**config.mk**
```make
export PLATFORM = sky130hd
export DESIGN_NAME = axi_lite_mbox_initiator
export DESIGN_NICKNAME = d
export VERILOG_FILES = /design/src/rtl/axi_lite_mbox_initiator.sv
export SDC_FILE = /design/constraint.sdc
export NUM_CORES = 1
export LEC_CHECK = 0
export ABC_CLOCK_PERIOD_IN_PS = 5400
export CORE_ASPECT_RATIO = 0.5
export CORE_UTILIZATION = 40
export DETAILED_ROUTE_END_ITERATION = 7
export HOLD_SLACK_MARGIN = 0.03
export PLACE_DENSITY = 0.83
export SKIP_LAST_GASP = 1
export SLEW_MARGIN = 20
export SYNTH_ARGS = -nofsm -noshare
export SYNTH_HDL_FRONTEND = slang
export SYNTH_SLANG_ARGS = --single-unit
```
**constraint.sdc**
```tcl
create_clock -name clk_i -period 5.4 [get_ports clk_i]
set_input_delay 1.62 -clock clk_i [delete_from_list [all_inputs] [get_ports clk_i]]
set_output_delay 1.62 -clock clk_i [all_outputs]
set_load 0.01 [all_outputs]
```
**src/rtl/axi_lite_mbox_initiator.sv**
```systemverilog
// AXI-Lite single-outstanding initiator for mailbox register access.
// Turns one command into one AW/W or AR transaction, with a B/R timeout and drain of late beats.
module axi_lite_mbox_initiator #(
  parameter int TIMEOUT_CYCLES = 1024
) (
  input  logic        clk_i,
  input  logic        rst_i,
  input  logic        cmd_valid_i,
  output logic        cmd_ready_o,
  input  logic        cmd_we_i,
  input  logic [31:0] cmd_addr_i,
  input  logic [31:0] cmd_wdata_i,
  output logic        rsp_valid_o,
  input  logic        rsp_ready_i,
  output logic [31:0] rsp_rdata_o,
  output logic [1:0]  rsp_resp_o,
  output logic        rsp_timeout_o,
  output logic [31:0] m_aw_addr_o,
  output logic        m_aw_valid_o,
  input  logic        m_aw_ready_i,
  output logic [31:0] m_w_data_o,
  output logic [3:0]  m_w_strb_o,
  output logic        m_w_valid_o,
  input  logic        m_w_ready_i,
  input  logic [1:0]  m_b_resp_i,
  input  logic        m_b_valid_i,
  output logic        m_b_ready_o,
  output logic [31:0] m_ar_addr_o,
  output logic        m_ar_valid_o,
  input  logic        m_ar_ready_i,
  input  logic [31:0] m_r_data_i,
  input  logic [1:0]  m_r_resp_i,
  input  logic        m_r_valid_i,
  output logic        m_r_ready_o
);
  typedef enum logic [2:0] {IDLE, WR, WAIT_B, RD, WAIT_R, RSP, DRAIN_B, DRAIN_R} state_t;

  localparam logic [15:0] CNT_LIMIT = 16'(TIMEOUT_CYCLES - 1);

  state_t      state_q, state_d;
  logic        aw_done_q, aw_done_d, w_done_q, w_done_d;
  logic [15:0] cnt_q, cnt_d;
  logic        drain_q, drain_d;
  logic        we_q, we_d;
  logic [31:0] addr_q, addr_d, wdata_q, wdata_d;
  logic [31:0] rdata_d;
  logic [1:0]  resp_d;
  logic        timeout_d;
  logic        cmd_ready_d, aw_valid_d, w_valid_d, b_ready_d, ar_valid_d, r_ready_d, rsp_valid_d;
  logic        cmd_hs, aw_hs, w_hs, b_hs, ar_hs, r_hs, rsp_hs;

  assign cmd_hs = cmd_valid_i & cmd_ready_o;
  assign aw_hs  = m_aw_valid_o & m_aw_ready_i;
  assign w_hs   = m_w_valid_o & m_w_ready_i;
  assign b_hs   = m_b_valid_i & m_b_ready_o;
  assign ar_hs  = m_ar_valid_o & m_ar_ready_i;
  assign r_hs   = m_r_valid_i & m_r_ready_o;
  assign rsp_hs = rsp_valid_o & rsp_ready_i;

  assign m_aw_addr_o = addr_q;
  assign m_ar_addr_o = addr_q;
  assign m_w_data_o  = wdata_q;
  assign m_w_strb_o  = 4'hF;

  // State register plus registered copies of every handshake output
  always_ff @(posedge clk_i) begin
    if (rst_i) begin
      state_q       <= IDLE;
      aw_done_q     <= 1'b0;
      w_done_q      <= 1'b0;
      cnt_q         <= '0;
      drain_q       <= 1'b0;
      cmd_ready_o   <= 1'b1;
      m_aw_valid_o  <= 1'b0;
      m_w_valid_o   <= 1'b0;
      m_b_ready_o   <= 1'b0;
      m_ar_valid_o  <= 1'b0;
      m_r_ready_o   <= 1'b0;
      rsp_valid_o   <= 1'b0;
      rsp_rdata_o   <= '0;
      rsp_resp_o    <= '0;
      rsp_timeout_o <= 1'b0;
    end else begin
      state_q       <= state_d;
      aw_done_q     <= aw_done_d;
      w_done_q      <= w_done_d;
      cnt_q         <= cnt_d;
      drain_q       <= drain_d;
      cmd_ready_o   <= cmd_ready_d;
      m_aw_valid_o  <= aw_valid_d;
      m_w_valid_o   <= w_valid_d;
      m_b_ready_o   <= b_ready_d;
      m_ar_valid_o  <= ar_valid_d;
      m_r_ready_o   <= r_ready_d;
      rsp_valid_o   <= rsp_valid_d;
      rsp_rdata_o   <= rdata_d;
      rsp_resp_o    <= resp_d;
      rsp_timeout_o <= timeout_d;
    end
  end

  always_ff @(posedge clk_i) begin
    we_q    <= we_d;
    addr_q  <= addr_d;
    wdata_q <= wdata_d;
  end

  always_comb begin
    state_d   = state_q;
    aw_done_d = aw_done_q;
    w_done_d  = w_done_q;
    cnt_d     = cnt_q;
    drain_d   = drain_q;
    we_d      = we_q;
    addr_d    = addr_q;
    wdata_d   = wdata_q;
    rdata_d   = rsp_rdata_o;
    resp_d    = rsp_resp_o;
    timeout_d = rsp_timeout_o;
    unique case (state_q)
      IDLE: begin
        if (cmd_hs) begin
          we_d      = cmd_we_i;
          addr_d    = cmd_addr_i;
          wdata_d   = cmd_wdata_i;
          aw_done_d = 1'b0;
          w_done_d  = 1'b0;
          state_d   = cmd_we_i ? WR : RD;
        end
      end
      WR: begin
        aw_done_d = aw_done_q | aw_hs;
        w_done_d  = w_done_q | w_hs;
        if (aw_done_d && w_done_d) begin
          state_d = WAIT_B;
          cnt_d   = '0;
        end
      end
      RD: begin
        if (ar_hs) begin
          state_d = WAIT_R;
          cnt_d   = '0;
        end
      end
      WAIT_B, WAIT_R: begin
        // A beat arriving on the limit cycle still wins over the timeout
        if ((state_q == WAIT_B) ? b_hs : r_hs) begin
          state_d   = RSP;
          resp_d    = (state_q == WAIT_B) ? m_b_resp_i : m_r_resp_i;
          rdata_d   = (state_q == WAIT_B) ? 32'd0 : m_r_data_i;
          timeout_d = 1'b0;
        end else if (cnt_q == CNT_LIMIT) begin
          state_d   = RSP;
          resp_d    = 2'b10;
          rdata_d   = 32'd0;
          timeout_d = 1'b1;
          drain_d   = 1'b1;
        end else begin
          cnt_d = cnt_q + 16'd1;
        end
      end
      RSP: begin
        if (rsp_hs) begin
          if (drain_q) state_d = we_q ? DRAIN_B : DRAIN_R;
          else         state_d = IDLE;
        end
      end
      DRAIN_B: begin
        if (b_hs) begin
          state_d = IDLE;
          drain_d = 1'b0;
        end
      end
      DRAIN_R: begin
        if (r_hs) begin
          state_d = IDLE;
          drain_d = 1'b0;
        end
      end
      default: state_d = IDLE;
    endcase
  end

  always_comb begin
    cmd_ready_d = (state_d == IDLE);
    aw_valid_d  = (state_d == WR) && !aw_done_d;
    w_valid_d   = (state_d == WR) && !w_done_d;
    ar_valid_d  = (state_d == RD);
    b_ready_d   = (state_d == WAIT_B) || (state_d == DRAIN_B);
    r_ready_d   = (state_d == WAIT_R) || (state_d == DRAIN_R);
    rsp_valid_d = (state_d == RSP);
  end

endmodule

```
==> flow_summary_export.csv <==
group,metric,value,unit
outcome,outcome,"complete, no violations",
logic_synthesis,ys_seq_elements,129,
final_layout,area_growth,58.01,%
clock_tree,hold_buffers,0,
floorplan,dieWidth,161.8,um
pwr,pwr-share-seq,40.8,%
logic_synthesis,synthMostInstantiatedCell,"edfxtp_1",
timing,fmax,268.1,MHz
run,cap_violations,0,
clock_tree,cts_buffer_depth,2,
final_layout,fillers,918,
setup_path,critPathLaunchType,"input port",
floorplan,coreArea,0.01212,mm2
setup_path,crit_fanout,11,
final_layout,antennaDiodeCount,0,
setup_path,crit_type,"input port to flop",
logic_synthesis,synthDistinctLibCells,53,
global_routing,grt_start_max_net_pins,66,
clock_tree,cts_buffers,17,
logic_synthesis,syn_area_per_cell,11.41,um2
setup_path,path_cells,"clkdlybuf4s50_1, a21oi_1, o311ai_1, o21ai_4, a21o_1, or4_1, a21oi_1",
pwr,p_sw_share,26.69,%
floorplan,die_h,81.92,um
hold_path,hp-class,"flop to flop",
placed_design,place_congestion,0.7952,
pwr,ir_drop,0.2128,mV
routing,drc,0,
final_layout,drive_above_1_share,7.122,%
pwr,powerDensity,374.8,mW/mm2
timing,hold_viol_final,0,
clock_tree,cts_sinks,129,
global_routing,grt_pass1_vias,3868,
setup_path,slowest_stage,"o311ai_1",
routing,drtAntennaViolNets,0,
floorplan,ios,252,
timing,worst_slew_pin_slew,0.9185,ns
placed_design,port_buffers,247,
routing,viasPerCell,5.007,
placed_design,place_hpwl,10.07,mm
setup_path,crit_family,"compound AO/OA/AOI/OAI gates",
logic_synthesis,yosys.area.top_type,"edfxtp_1",
routing,vias,4201,
setup_path,crit_top_cell,"a21oi_1",
clock_tree,clk_pin_slew,0.06,ns
logic_synthesis,ys_seq_area_share,63.27,%
routing,drt_iter0_markers,259,
logic_synthesis,async_reset_ff_share,0,%
setup_path,arrival,4.06,ns
pwr,switchingPower,0.8078,mW
timing,slew_headroom,38.77,%
floorplan,start_util,42.16,%
clock_tree,cts_resized,0,
logic_synthesis,synth_cells,448,
timing,finalClockSkew,0.007344,ns
floorplan,dieArea,0.01326,mm2
routing,wl,14.09,mm
logic_synthesis,synth_top_flop_cell,"edfxtp_1",
global_routing,antenna_found_initial,0,
logic_synthesis,synth-edff-count,65,
clock_tree,clock_tree.htree_level_count,4,
setup_path,critPathMaxStageDelay,0.63,ns
pwr,p_int,2.219,mW
timing,grt_setup_unrepaired,"no",
final_layout,layout.cells.non_filler,839,
global_routing,grt_pass1_wl,20.84,mm
timing,maxSlewViolCount,0,
global_routing,grt_overflow,0,
placed_design,dp_cells,807,
pwr,clockPowerShare,37.9,%
pwr,finalPower,3.027,mW
setup_path,cp-end-kind,"flop",
clock_tree,cts_setup_buffers,0,
logic_synthesis,synthTopCellsByArea,"edfxtp_1 (38%), dfxtp_1 (25%), buf_4 (5.3%)",
setup_path,path_buf_inv,1,
global_routing,grt_use_total,20.79,%
timing,timing.final.crit_share,69.07,%
final_layout,final_nets,772,
routing,wl_per_cell,16.80,um
routing,dr.pass1.iters,5,
logic_synthesis,netlist.area_leader.share,38.20,%
pwr,p_comb_share,21.3,%
timing,fin_crit,3.730,ns
logic_synthesis,yosys-top-cells-count,"edfxtp_1 (65), dfxtp_1 (64), nand2_1 (40), a21oi_1 (39), nor2_1 (38)",
clock_tree,worstSkewPairLatency,0.41,ns
floorplan,placementRows,28,
pwr,p_leak,2.747,nW
clock_tree,cts-root-buf,"clkbuf_16",
timing,setup_viol,0,
timing,tns,0,ns
logic_synthesis,syn_area,0.005110,mm2
setup_path,cp_data_required_time,5.73,ns
logic_synthesis,ys.warnings.count,0,
clock_tree,cts_tree,"done",
-- routing by layer --
| layer | share of wire, % | GRT usage (%) | wire [um] | vias up |
|---|---|---|---|---|
| met5 | 0 | 0 | 0 | - |
| met4 | 0.77 | 7.642 | 108 | 0 |
| met3 | 5.0 | 4.293 | 706 | 10 |
| met2 | 53 | 36.95 | 7418 | 166 |
| met1 | 42 | 25.36 | 5860 | 2016 |
| li1 | - | - | - | 2009 |
-- registers in the layout, indices dropped and copies added (netlist names), 2 cells and up --
register / cells
m_ar_addr_o: 32
m_w_data_o: 32
rsp_resp_o: 2
state_q: 3
cnt_q: 16
rsp_rdata_o: 32
-- cell families after synthesis --
kind of cell	synth area share (%)
and+or+nand+nor	14.35
DFF	63.27
AOI/OAI and AO/OA	11.56
buffers and inverters	8.154
muxes	0.6366
other	0.07339
adders and majority gates	0.2448
xor gates and xnor gates	1.714
-- layout by cell type, fill, tap and decap left out, types with 6 or more instances in the layout --
cell type,count
a21oi_1,38
dfxtp_1,64
nor2_1,37
a211oi_1,7
nor3_1,6
xnor2_1,9
clkbuf_16,20
a22oi_1,11
clkdlybuf4s50_1,246
nand3_1,31
nand4_1,6
nand2_1,40
edfxtp_1,65
and3_1,6
or4_1,6
-- worst paths after layout --
path	start	to	slack, ns	depth (start not counted)
setup / recovery	m_aw_ready_i	cnt_q[9]$_SDFFE_PP0P_	1.67	7
hold reg to reg	rsp_rdata_o[24]$_SDFFE_PP0P_	rsp_rdata_o[24]$_SDFFE_PP0P_	0.45	2
hold / removal	rsp_rdata_o[24]$_SDFFE_PP0P_	rsp_rdata_o[24]$_SDFFE_PP0P_	0.45	2
setup reg to reg	state_q[1]$_SDFF_PP0_	cnt_q[9]$_SDFFE_PP0P_	2.64	6
-- power by group through the flow --
| stage | registers (mW) | logic [mW] | clock network (mW) |
|---|---|---|---|
| final | 1.23 | 0.645 | 1.15 |
| after global routing | 1.25 | 0.687 | 1.20 |
| after CTS | 1.23 | 0.649 | 1.17 |
| after detailed placement | 1.25 | 0.646 | 0 |
| after global placement | 1.25 | 0.634 | 0 |
| after floorplan | 1.29 | 0.283 | 0 |
-- layout make-up --
type | instances | area, um2 | area share [%]
sequential | 129 | 3233 | 40.04
timing repair buffer | 251 | 2509 | 31.07
multi-input combinational | 257 | 1501 | 18.60
clock buffer | 21 | 504.2 | 6.245
tap | 165 | 206.4 | 2.557
clock inverter | 11 | 101.3 | 1.255
inverter | 5 | 18.77 | 0.2325
-- through the flow --
stage	setup WS [ns]	utilization [%]	hold slack (ns)	instance area, um2
after floorplan	0.4828	-	0.4440	5121
after global routing	1.487	66.61	0.4712	8074
after global placement	1.358	61.33	0.4382	7435
final	1.670	66.61	0.4521	8074
after detailed placement	1.307	61.61	0.4465	7468
after CTS	1.725	66.61	0.4532	8074
-- worst reg2reg max path: stages, from the launching register on --
cell	delay (ns)
dfxtp_1	0.70
or3b_1	0.53
mux2_2	0.33
o21ai_4	0.11
a21o_1	0.32
or4_1	0.54
a21oi_1	0.16
Power figures use the tool's default switching activity.
